--- config.mk ---
export PLATFORM = sky130hd
export DESIGN_NAME = pipe_ctrl_flat
export DESIGN_NICKNAME = d
export VERILOG_FILES = /design/src/rtl/pipe_ctrl_pkg.sv /design/src/rtl/pipe_ctrl_if.sv /design/src/rtl/pipe_ctrl_sat_counter.sv /design/src/rtl/pipe_ctrl.sv /design/src/flat_wrapper.sv
export SDC_FILE = /design/constraint.sdc
export NUM_CORES = 1
export LEC_CHECK = 0
export ABC_AREA = 1
export CAP_MARGIN = 20
export CELL_PAD_IN_SITES_DETAIL_PLACEMENT = 0
export CELL_PAD_IN_SITES_GLOBAL_PLACEMENT = 1
export CORE_MARGIN = 4
export CORE_UTILIZATION = 27
export DETAILED_ROUTE_END_ITERATION = 10
export GPL_TIMING_DRIVEN = 1
export HOLD_SLACK_MARGIN = 0.08
export MAX_ROUTING_LAYER = met4
export PLACE_DENSITY = 0.81
export RECOVER_POWER = 100
export SLEW_MARGIN = 20
export SYNTH_ARGS = -nofsm -noshare
export SYNTH_HDL_FRONTEND = slang
export SYNTH_SLANG_ARGS = --single-unit
--- constraint.sdc ---
create_clock -name clk -period 1.6 [get_ports clk]
set_input_delay 0.16 -clock clk [delete_from_list [all_inputs] [get_ports clk]]
set_output_delay 0.16 -clock clk [all_outputs]
set_load 0.01 [all_outputs]
--- src/rtl/pipe_ctrl_pkg.sv ---
// Shared definitions for the pipeline sequencing controller: stall bus layout,
// per-stage hold patterns, FSM state encoding and the stall priority helper.
package pipe_ctrl_pkg;

    localparam int StallBus = 6;

    // Each pattern holds the requesting stage and everything upstream of it.
    localparam logic [StallBus-1:0] StallNone = 6'b000000;
    localparam logic [StallBus-1:0] StallId   = 6'b000111;
    localparam logic [StallBus-1:0] StallEx   = 6'b001111;
    localparam logic [StallBus-1:0] StallMem  = 6'b011111;

    localparam logic [31:0] ZeroWord = 32'h0000_0000;

    typedef enum logic {
        PC_RUN   = 1'b0,
        PC_DRAIN = 1'b1
    } pc_state_e;

    // Deepest stage wins: a MEM stall already covers anything EX or ID ask for.
    function automatic logic [StallBus-1:0] stall_prio(input logic id, input logic ex,
                                                        input logic mem);
        logic [StallBus-1:0] v;
        v = StallNone;
        if (mem)
            v = StallMem;
        else if (ex)
            v = StallEx;
        else if (id)
            v = StallId;
        return v;
    endfunction

endpackage

--- src/rtl/pipe_ctrl_if.sv ---
// Stall/flush bus between the pipeline stages (master) and the sequencing
// controller (slave).
interface pipe_ctrl_if;
    import pipe_ctrl_pkg::*;

    logic                stallreq_id;
    logic                stallreq_ex;
    logic                stallreq_mem;
    logic                excp_valid;
    logic                excp_is_eret;
    logic [31:0]         excp_vector;
    logic [31:0]         cp0_epc;
    logic [StallBus-1:0] stall;
    logic                flush;
    logic [31:0]         new_pc;
    logic                stall_timeout;
    logic [31:0]         stall_cycles;

    modport master (
        output stallreq_id, stallreq_ex, stallreq_mem,
        output excp_valid, excp_is_eret, excp_vector, cp0_epc,
        input  stall, flush, new_pc, stall_timeout, stall_cycles
    );

    modport slave (
        input  stallreq_id, stallreq_ex, stallreq_mem,
        input  excp_valid, excp_is_eret, excp_vector, cp0_epc,
        output stall, flush, new_pc, stall_timeout, stall_cycles
    );

endinterface

--- src/rtl/pipe_ctrl_sat_counter.sv ---
// Saturating up-counter with synchronous clear and parallel load; clear beats
// load, load beats increment, and the count sticks at all-ones.
module pipe_ctrl_sat_counter #(
    parameter int WIDTH = 16
) (
    input  logic             clk,
    input  logic             i_clr,
    input  logic             i_inc,
    input  logic             i_load,
    input  logic [WIDTH-1:0] i_load_val,
    output logic [WIDTH-1:0] o_count
);

    logic [WIDTH-1:0] r_count;

    always_ff @(posedge clk) begin
        if (i_clr)
            r_count <= '0;
        else if (i_load)
            r_count <= i_load_val;
        else if (i_inc && (r_count != {WIDTH{1'b1}}))
            r_count <= r_count + 1'b1;
    end

    assign o_count = r_count;

endmodule

--- src/rtl/pipe_ctrl.sv ---
// Pipeline sequencing controller: merges stage stall requests into a hold
// vector, turns MEM exceptions/ERET into a flush + redirect, then drains.
module pipe_ctrl
    import pipe_ctrl_pkg::*;
#(
    parameter int DRAIN_CYCLES  = 2,
    parameter int STALL_TIMEOUT = 1024
) (
    input  logic        clk,
    input  logic        rst,
    pipe_ctrl_if.slave  ctrl
);

    localparam logic [3:0]  DrainLoad = 4'(DRAIN_CYCLES);
    localparam logic [15:0] WdLimit   = 16'(STALL_TIMEOUT - 1);

    pc_state_e           r_state;
    pc_state_e           w_state_nxt;
    logic [3:0]          r_drain_cnt;
    logic [3:0]          w_drain_nxt;
    logic [StallBus-1:0] w_stall;
    logic                w_flush;
    logic [31:0]         w_new_pc;
    logic                w_stall_any;
    logic [15:0]         w_wd_count;
    logic                r_timeout;
    logic [31:0]         w_cyc_count;
    logic                w_cyc_load;
    logic [31:0]         w_cyc_load_val;

    // Debug preload of the stall-cycle counter; tied off in the core.
    assign w_cyc_load     = 1'b0;
    assign w_cyc_load_val = ZeroWord;

    always_ff @(posedge clk) begin
        if (rst) begin
            r_state     <= PC_RUN;
            r_drain_cnt <= 4'd0;
        end else begin
            r_state     <= w_state_nxt;
            r_drain_cnt <= w_drain_nxt;
        end
    end

    always_comb begin
        w_state_nxt = r_state;
        w_drain_nxt = r_drain_cnt;
        w_stall     = StallNone;
        w_flush     = 1'b0;
        w_new_pc    = ZeroWord;
        if (rst) begin
            // Downstream registers are resetting too; keep holds honest, never flush.
            w_stall = stall_prio(ctrl.stallreq_id, ctrl.stallreq_ex, ctrl.stallreq_mem);
        end else if (r_state == PC_RUN) begin
            if (ctrl.excp_valid) begin
                w_flush     = 1'b1;
                w_new_pc    = ctrl.excp_is_eret ? ctrl.cp0_epc : ctrl.excp_vector;
                w_state_nxt = PC_DRAIN;
                w_drain_nxt = DrainLoad;
            end else begin
                w_stall = stall_prio(ctrl.stallreq_id, ctrl.stallreq_ex, ctrl.stallreq_mem);
            end
        end else begin
            // Requests now come from flushed slots; just count down.
            if (r_drain_cnt <= 4'd1) begin
                w_state_nxt = PC_RUN;
                w_drain_nxt = 4'd0;
            end else begin
                w_drain_nxt = r_drain_cnt - 4'd1;
            end
        end
    end

    assign w_stall_any = |w_stall;

    pipe_ctrl_sat_counter #(.WIDTH(16)) u_watchdog (
        .clk        (clk),
        .i_clr      (rst | ~w_stall_any | w_flush),
        .i_inc      (w_stall_any),
        .i_load     (1'b0),
        .i_load_val (16'h0000),
        .o_count    (w_wd_count)
    );

    always_ff @(posedge clk) begin
        if (rst)
            r_timeout <= 1'b0;
        else if (w_stall_any && (w_wd_count == WdLimit))
            r_timeout <= 1'b1;
    end

    pipe_ctrl_sat_counter #(.WIDTH(32)) u_stall_cycles (
        .clk        (clk),
        .i_clr      (rst),
        .i_inc      (w_stall_any),
        .i_load     (w_cyc_load),
        .i_load_val (w_cyc_load_val),
        .o_count    (w_cyc_count)
    );

    assign ctrl.stall         = w_stall;
    assign ctrl.flush         = w_flush;
    assign ctrl.new_pc        = w_new_pc;
    assign ctrl.stall_timeout = r_timeout;
    assign ctrl.stall_cycles  = w_cyc_count;

endmodule

--- src/flat_wrapper.sv ---
// flat-port wrapper written by rule: the top's interface ports become plain ports
module pipe_ctrl_flat import pipe_ctrl_pkg::*;
#(
    parameter int DRAIN_CYCLES  = 2,
    parameter int STALL_TIMEOUT = 1024
)
  (clk, rst, ctrl_stallreq_id, ctrl_stallreq_ex, ctrl_stallreq_mem, ctrl_excp_valid, ctrl_excp_is_eret, ctrl_excp_vector, ctrl_cp0_epc, ctrl_stall, ctrl_flush, ctrl_new_pc, ctrl_stall_timeout, ctrl_stall_cycles);
  pipe_ctrl_if ctrl_i ();
  input  logic clk;
  input  logic rst;
  input wire logic [$bits(ctrl_i.stallreq_id)-1:0] ctrl_stallreq_id;
  input wire logic [$bits(ctrl_i.stallreq_ex)-1:0] ctrl_stallreq_ex;
  input wire logic [$bits(ctrl_i.stallreq_mem)-1:0] ctrl_stallreq_mem;
  input wire logic [$bits(ctrl_i.excp_valid)-1:0] ctrl_excp_valid;
  input wire logic [$bits(ctrl_i.excp_is_eret)-1:0] ctrl_excp_is_eret;
  input wire logic [$bits(ctrl_i.excp_vector)-1:0] ctrl_excp_vector;
  input wire logic [$bits(ctrl_i.cp0_epc)-1:0] ctrl_cp0_epc;
  output wire logic [$bits(ctrl_i.stall)-1:0] ctrl_stall;
  output wire logic [$bits(ctrl_i.flush)-1:0] ctrl_flush;
  output wire logic [$bits(ctrl_i.new_pc)-1:0] ctrl_new_pc;
  output wire logic [$bits(ctrl_i.stall_timeout)-1:0] ctrl_stall_timeout;
  output wire logic [$bits(ctrl_i.stall_cycles)-1:0] ctrl_stall_cycles;
  assign ctrl_i.stallreq_id = ctrl_stallreq_id;
  assign ctrl_i.stallreq_ex = ctrl_stallreq_ex;
  assign ctrl_i.stallreq_mem = ctrl_stallreq_mem;
  assign ctrl_i.excp_valid = ctrl_excp_valid;
  assign ctrl_i.excp_is_eret = ctrl_excp_is_eret;
  assign ctrl_i.excp_vector = ctrl_excp_vector;
  assign ctrl_i.cp0_epc = ctrl_cp0_epc;
  assign ctrl_stall = ctrl_i.stall;
  assign ctrl_flush = ctrl_i.flush;
  assign ctrl_new_pc = ctrl_i.new_pc;
  assign ctrl_stall_timeout = ctrl_i.stall_timeout;
  assign ctrl_stall_cycles = ctrl_i.stall_cycles;
  pipe_ctrl #(.DRAIN_CYCLES(DRAIN_CYCLES), .STALL_TIMEOUT(STALL_TIMEOUT)) u_core (.clk(clk), .rst(rst), .ctrl(ctrl_i));
endmodule
Yosys cells after proc, flatten, opt, wreduce, memory -nomap -nowiden
Cells that the tools add are included.
- input port bits: 71
- output and inout port bits: 72
- word-level logic and storage cells: 38
- register bits: 54
- reductions and logical operators: 5
- $lt $le $gt $ge: 1
- add/subtract/negate cells: 3
- multiplexer cells: 18
- bitwise gates (word level): 3
- equality and inequality tests: 3
- operators by type and width (operator ; count):
    2-to-1 mux 32 bit ; 4
    adder 32 x 1 -> 32 bit, second input constant ; 1
    != test 32 bit, second input constant ; 1
    2-to-1 mux 6 bit ; 5
    adder 16 x 1 -> 16 bit, second input constant ; 1
    equality test 16 x 10 -> 1 bit, second input constant ; 1
    != test 16 bit, second input constant ; 1
    2-to-1 mux 4 bit ; 3
    OR reduction 6 bit ; 1
    2-to-1 mux 1 bit ; 5
    <= comparator 4 x 1 -> 1 bit, second input constant ; 1
    subtractor 4 x 1 -> 4 bit, second input constant ; 1
    logical AND 1 bit ; 3
    2-to-1 mux 3 bit ; 1
    OR 1 bit ; 2
    nonzero test 2 bit ; 1
    inverter 1 bit ; 1

Logic depth before layout (Yosys ltp)
Gate-level depths: netlist (run 1).
- word-level depth: 10
- gate-level depth with buffers: 11
- gate-level depth less buffers: 11

By module
From an unflattened synthesis (run 1), not the netlist that was laid out.
- cells, all modules: 799
- area total of the unflattened synthesis: 4743.3 um^2
- by module, submodules not included (module ; area each (um^2) ; cells each ; instances ; seq. area each (um^2)):
    pipe_ctrl_sat_counter at u_core.u_stall_cycles ; 2486.1 ; 419 ; 1 ; 640.6
    pipe_ctrl_sat_counter at u_core.u_watchdog ; 1137.3 ; 193 ; 1 ; 320.3
    pipe_ctrl ; 1119.8 ; 187 ; 1 ; 120.1

Worst setup path before layout (run 1)
Ideal clock, no wire load.
- path kind: register to register
- from: register u_core.u_stall_cycles.r_count[0] (netlist: u_core.u_stall_cycles.o_count[0])
- to: register u_core.u_stall_cycles.r_count[15] (netlist: u_core.u_stall_cycles.o_count[15])
- clock period less this slack: 1.788 ns
- path buffers: 1
- cell stages (with the launch flop): 12
- library setup time: 0.143 ns
- slack: -0.188 ns
- arrival time: 1.645 ns
- required time: 1.457 ns
- cell sequence: dfxtp_1 -> ha_1 -> inv_2 -> nor2_2 -> nand2_2 -> nor2_8 -> nand2_4 -> nand2_8 -> inv_4 -> buf_6 -> nand2_1 -> a21oi_2
- cells in the longest elaborated chain, start to end: 2
- elaborated cells on any way between the ends: 3
- classes of those cells: add/sub (1); eq/ne (1); reduce/logical (1)
- RTL lines (item ; line ; text):
    start: declaration ; pipe_ctrl_sat_counter.sv:14 ; logic [WIDTH-1:0] r_count;
    start signal: assignment ; pipe_ctrl_sat_counter.sv:20 ; r_count <= i_load_val;
    start signal: assignment ; pipe_ctrl_sat_counter.sv:22 ; r_count <= r_count + 1'b1;
    branches (longest 2 deep; another with adder 32 x 1 -> 32 bit) ; -- ;
Several ways; the timed one is not identified.
A chain may end at the register's enable or synchronous reset.

Final worst setup path (run 1)
- from: input ctrl_excp_valid
- to: register u_core.u_watchdog.r_count[14] (netlist: u_core.u_watchdog.o_count[14])
- cells in the longest elaborated chain, start to end: 7
- elaborated cells on any way between the ends: 11
- classes of those cells: mux (6); bitwise (3); reduce/logical (2)
- RTL lines (item ; line ; text):
    start: declaration ; flat_wrapper.sv:14 ; input wire logic [$bits(ctrl_i.excp_valid)-1:0] ctrl_excp_valid;
    2-to-1 mux 6 bit ; pipe_ctrl.sv:55 ; if (ctrl.excp_valid) begin
    2-to-1 mux 6 bit ; pipe_ctrl.sv:54 ; end else if (r_state == PC_RUN) begin
    2-to-1 mux 6 bit ; pipe_ctrl.sv:51 ; if (rst) begin
    OR reduction 6 bit ; pipe_ctrl.sv:74 ; assign w_stall_any = |w_stall;
    inverter 1 bit ; pipe_ctrl.sv:78 ; .i_clr (rst | ~w_stall_any | w_flush),
    OR 1 bit (2 in a row) ; pipe_ctrl.sv:78 ;
    end signal: assignment ; pipe_ctrl_sat_counter.sv:20 ;
    end signal: assignment ; pipe_ctrl_sat_counter.sv:22 ;
    end: declaration ; pipe_ctrl_sat_counter.sv:14 ;
Several ways; a longest one is shown, not always the timed one.

==> results of run 1 <==
## worst max-delay path: cells and delay by family
kind	cells	cell delay (ns)
buf+inv	6	1.13
compound gates	3	0.41
simple gates	2	0.08
## where the power goes
part / internal [mW] / switching [mW]
clock network: 0.743 / 0.549
logic: 0.428 / 0.408
registers: 1.37 / 0.0155
## registers in the layout (all words and copies together), names as in the netlist
signal / cells
u_core.r_state: 1
u_core.u_stall_cycles.o_count: 32
u_core.r_drain_cnt: 4
u_core.ctrl.stall_timeout: 1
u_core.u_watchdog.o_count: 16
## worst max path at each step
stage                     slack (ns)  depth (start not counted)                              from                                end
after floorplan                 0.02                         11  u_core.u_stall_cycles.o_count[0]  u_core.u_stall_cycles.o_count[15]
after global placement         -0.33                          7                   ctrl_excp_valid                    ctrl_new_pc[23]
after detailed placement       -0.34                          7                   ctrl_excp_valid                    ctrl_new_pc[19]
after CTS                      -0.05                          7                    u_core.r_state                     ctrl_new_pc[8]
after global routing           -0.04                         11                   ctrl_excp_valid      u_core.u_watchdog.o_count[13]
final                           0.04                         11                   ctrl_excp_valid      u_core.u_watchdog.o_count[14]
## synthesized netlist by cell type, types with 2 or more instances
cell        n  area, um^2
xor2_1     16         140
o31ai_1     3        22.5
buf_4       3        22.5
dfxtp_1    54        1080
inv_2       4        15.0
xnor2_1     8        70.1
nor2_4      5        56.3
nand3_1    23         115
buf_1       2        7.51
nand4_1     5        31.3
nor2_1     77         289
o21ai_0     6        30.0
buf_6       5        56.3
nand2_2    15        93.8
clkbuf_1   11        41.3
inv_1      46         173
nor2_2      4        25.0
nand2_1   251         942
a21oi_2    20         175
o21ai_1     2        10.0
ha_1        4        50.1
buf_2       2        10.0
a21oi_1    55         275
nor3_1      4        20.0
## metal layers
metal	part of all wire	global-route usage	routed length, um	up-vias
met2	0.48	0.253	6360	118
met4	0.010	0.0337	133	0
met1	0.46	0.205	6120	2049
li1	-	-	-	2406
met3	0.042	0.0163	558	9
met5	0	-	0	-
## kinds of logic (layout without fill, tap and decap cells)
kind of cell	after synthesis	count (layout)
other	1	1
buffers and inverters	75	285
AOI/OAI and AO/OA	88	88
and+or+nand+nor	390	390
DFF	54	54
adders and majority gates	4	4
xor gates and xnor gates	24	24
## area by class of cell
type	count	share of cell area
Multi-Input combinational cell	507	0.420
Timing Repair Buffer	226	0.313
Sequential cell	54	0.172
Tap cell	180	0.0352
Inverter	51	0.0330
Clock buffer	5	0.0195
Clock inverter	3	0.00684
## metrics by stage
step                      area [um^2]   util  hold slack (ns)  power, mW  setup TNS [ns]
final                            6400  0.458            0.292       3.51               0
after global routing             6400  0.458            0.309       3.66          -0.580
after CTS                        6010  0.430            0.282       3.45         -0.0566
after detailed placement         5940  0.425            0.450       2.16          -24.22
after global placement           5940  0.425            0.444       2.16          -23.10
after floorplan                  3900      -            0.369       1.75               0
## what timing repair did
item,4_1_cts,5_1_grt
setup buffers,5,6
resized for setup,144,98
cloned,0,6
pin swaps,2,29
setup endpoints to repair,79,84
==> results.yml, run 1 <==
status:
  status: "finished, final reports clean"
yosys:
  synth_edf_count: 0
  yosys.area_share.adder: 0.0129
  synth_warnings: 0
  syn-mean-instance-area_um2: 6.10
  ys_ff_latch: 54
  synthMuxAreaShare: 0
  synth_xor_area_frac: 0.0542
  synthArstFlopShare: 0
  synth-simple-area-share: 0.425
  synth_area_mm2: 0.00388
  synth.distinct_cells: 35
  synth_ff_type: "dfxtp_1"
  syn_inst: 636
  seq_area_frac_synth: 0.279
  syn_nets: 711
  synth_compound_area_frac: 0.138
  synth_top_family_by_area: "simple AND/OR/NAND/NOR gates"
critical_path:
  cp_slowest_stage_delay_ns: 0.48
  crit_arrival_ns: 1.79
  regToRegStartpoint: "u_core.u_stall_cycles.o_count[1]"
  crit_slowest_cell: "clkdlybuf4s50_1"
  cp.required_ns: 1.83
  critPathKind: "in2reg"
  path_max_fanout: 4
  crit_path_end_kind: "register"
  r2r-end: "u_core.u_stall_cycles.o_count[16]"
  regToRegSetupSlack_ns: 0.05
  cp_cell_sequence: "clkdlybuf4s50_1 > buf_4 > nor2_4 > o21ai_2 > inv_2 > buf_6 > buf_6 > o21ai_4 > buf_4 > nand2_1 > a21oi_1"
  ff2ff_path_depth: 10
  cp-start-kind: "primary input"
die:
  die_w_um: 128
  dieArea_mm2: 0.0164
  coreArea_mm2: 0.0140
  rows: 43
  initial_core_util: 0.277
  die-height_um: 128
  pin_count: 143
detailed_routing:
  via_per_inst: 4.47
  via_count: 4582
  drtIter0Drc: 240
  routed_wl_um: 13200
  drcViolationCount: 0
  drt-wirelength-per-cell_um: 12.8
  ant_nets: 0
  drtPass1Iterations: 6
global_routing:
  antenna_found_initial: 0
  grt_pass1_vias: 4326
  grt_overflow: 0
  grt_max_degree: 33
  grt_pass1_wl_um: 20300
  grt_use_total: 0.154
layout:
  final_cell_mix: "234 x nand2_1, 102 x clkdlybuf4s50_1, 70 x buf_4"
  n_fill_cell: 1475
  multi_input_area_mm2: 0.00269
  fin_cells: 1026
  area_delta_synth_final_pct: 65.0
  regArea_mm2: 0.00110
  final_common_cell: "nand2_1"
  diodes: 0
  drive_gt1_frac: 0.301
  nets: 920
power:
  power_density_mw_per_mm2: 548
  p_leak_nw: 2.64
  ir_worst_vdd_uv: 349
placement:
  dp_hpwl_um: 9670
  pre_cts_slack_ns: -0.335
  io_buffers: 141
  gp_congestion: 0.801
  dp.cells: 1002
min_path:
  hp-start: "rst"
  hold_end: "u_core.ctrl.stall_timeout"
  hold_depth: 3
  hp-class: "in2reg"
clocking:
  cts_sinks: 54
  worstSkewPairLatency_ns: 0.30
  cts_tree: "built"
  numCtsBuffers: 5
  htree_num_levels: 2
  cts_buffer_depth: 2
  clk_pin_slew_ns: 0.07
  cts_hold_buf: 0
  ctsRootBufferMaster: "clkbuf_16"
sta:
  post-route-min-period_ns: 1.56
  timing.final.max_slew_violations: 0
  rsz0062_at_grt: "true"
  finalCritPeriodShare: 0.978
  fmax_ghz: 0.639
  setup_viol: 0
  worst_slack_ns: 0.0351
  hold_violations: 0
  finalClockSkew_ns: 0.00949
flow_run:
  drv_cap: 0
Note: power is estimated with default switching activity, not from simulation.
==> inputs of run 2 (changes only) <==
--- a/config.mk
+++ b/config.mk
@@ -16,7 +16,7 @@
 export HOLD_SLACK_MARGIN = 0.08
 export MAX_ROUTING_LAYER = met4
 export PLACE_DENSITY = 0.81
-export RECOVER_POWER = 100
+export RECOVER_POWER = 50
 export SLEW_MARGIN = 20
 export SYNTH_ARGS = -nofsm -noshare
 export SYNTH_HDL_FRONTEND = slang
==> results of run 2 <==
The final DEF is identical to that of run 1; final timing and power are the same.
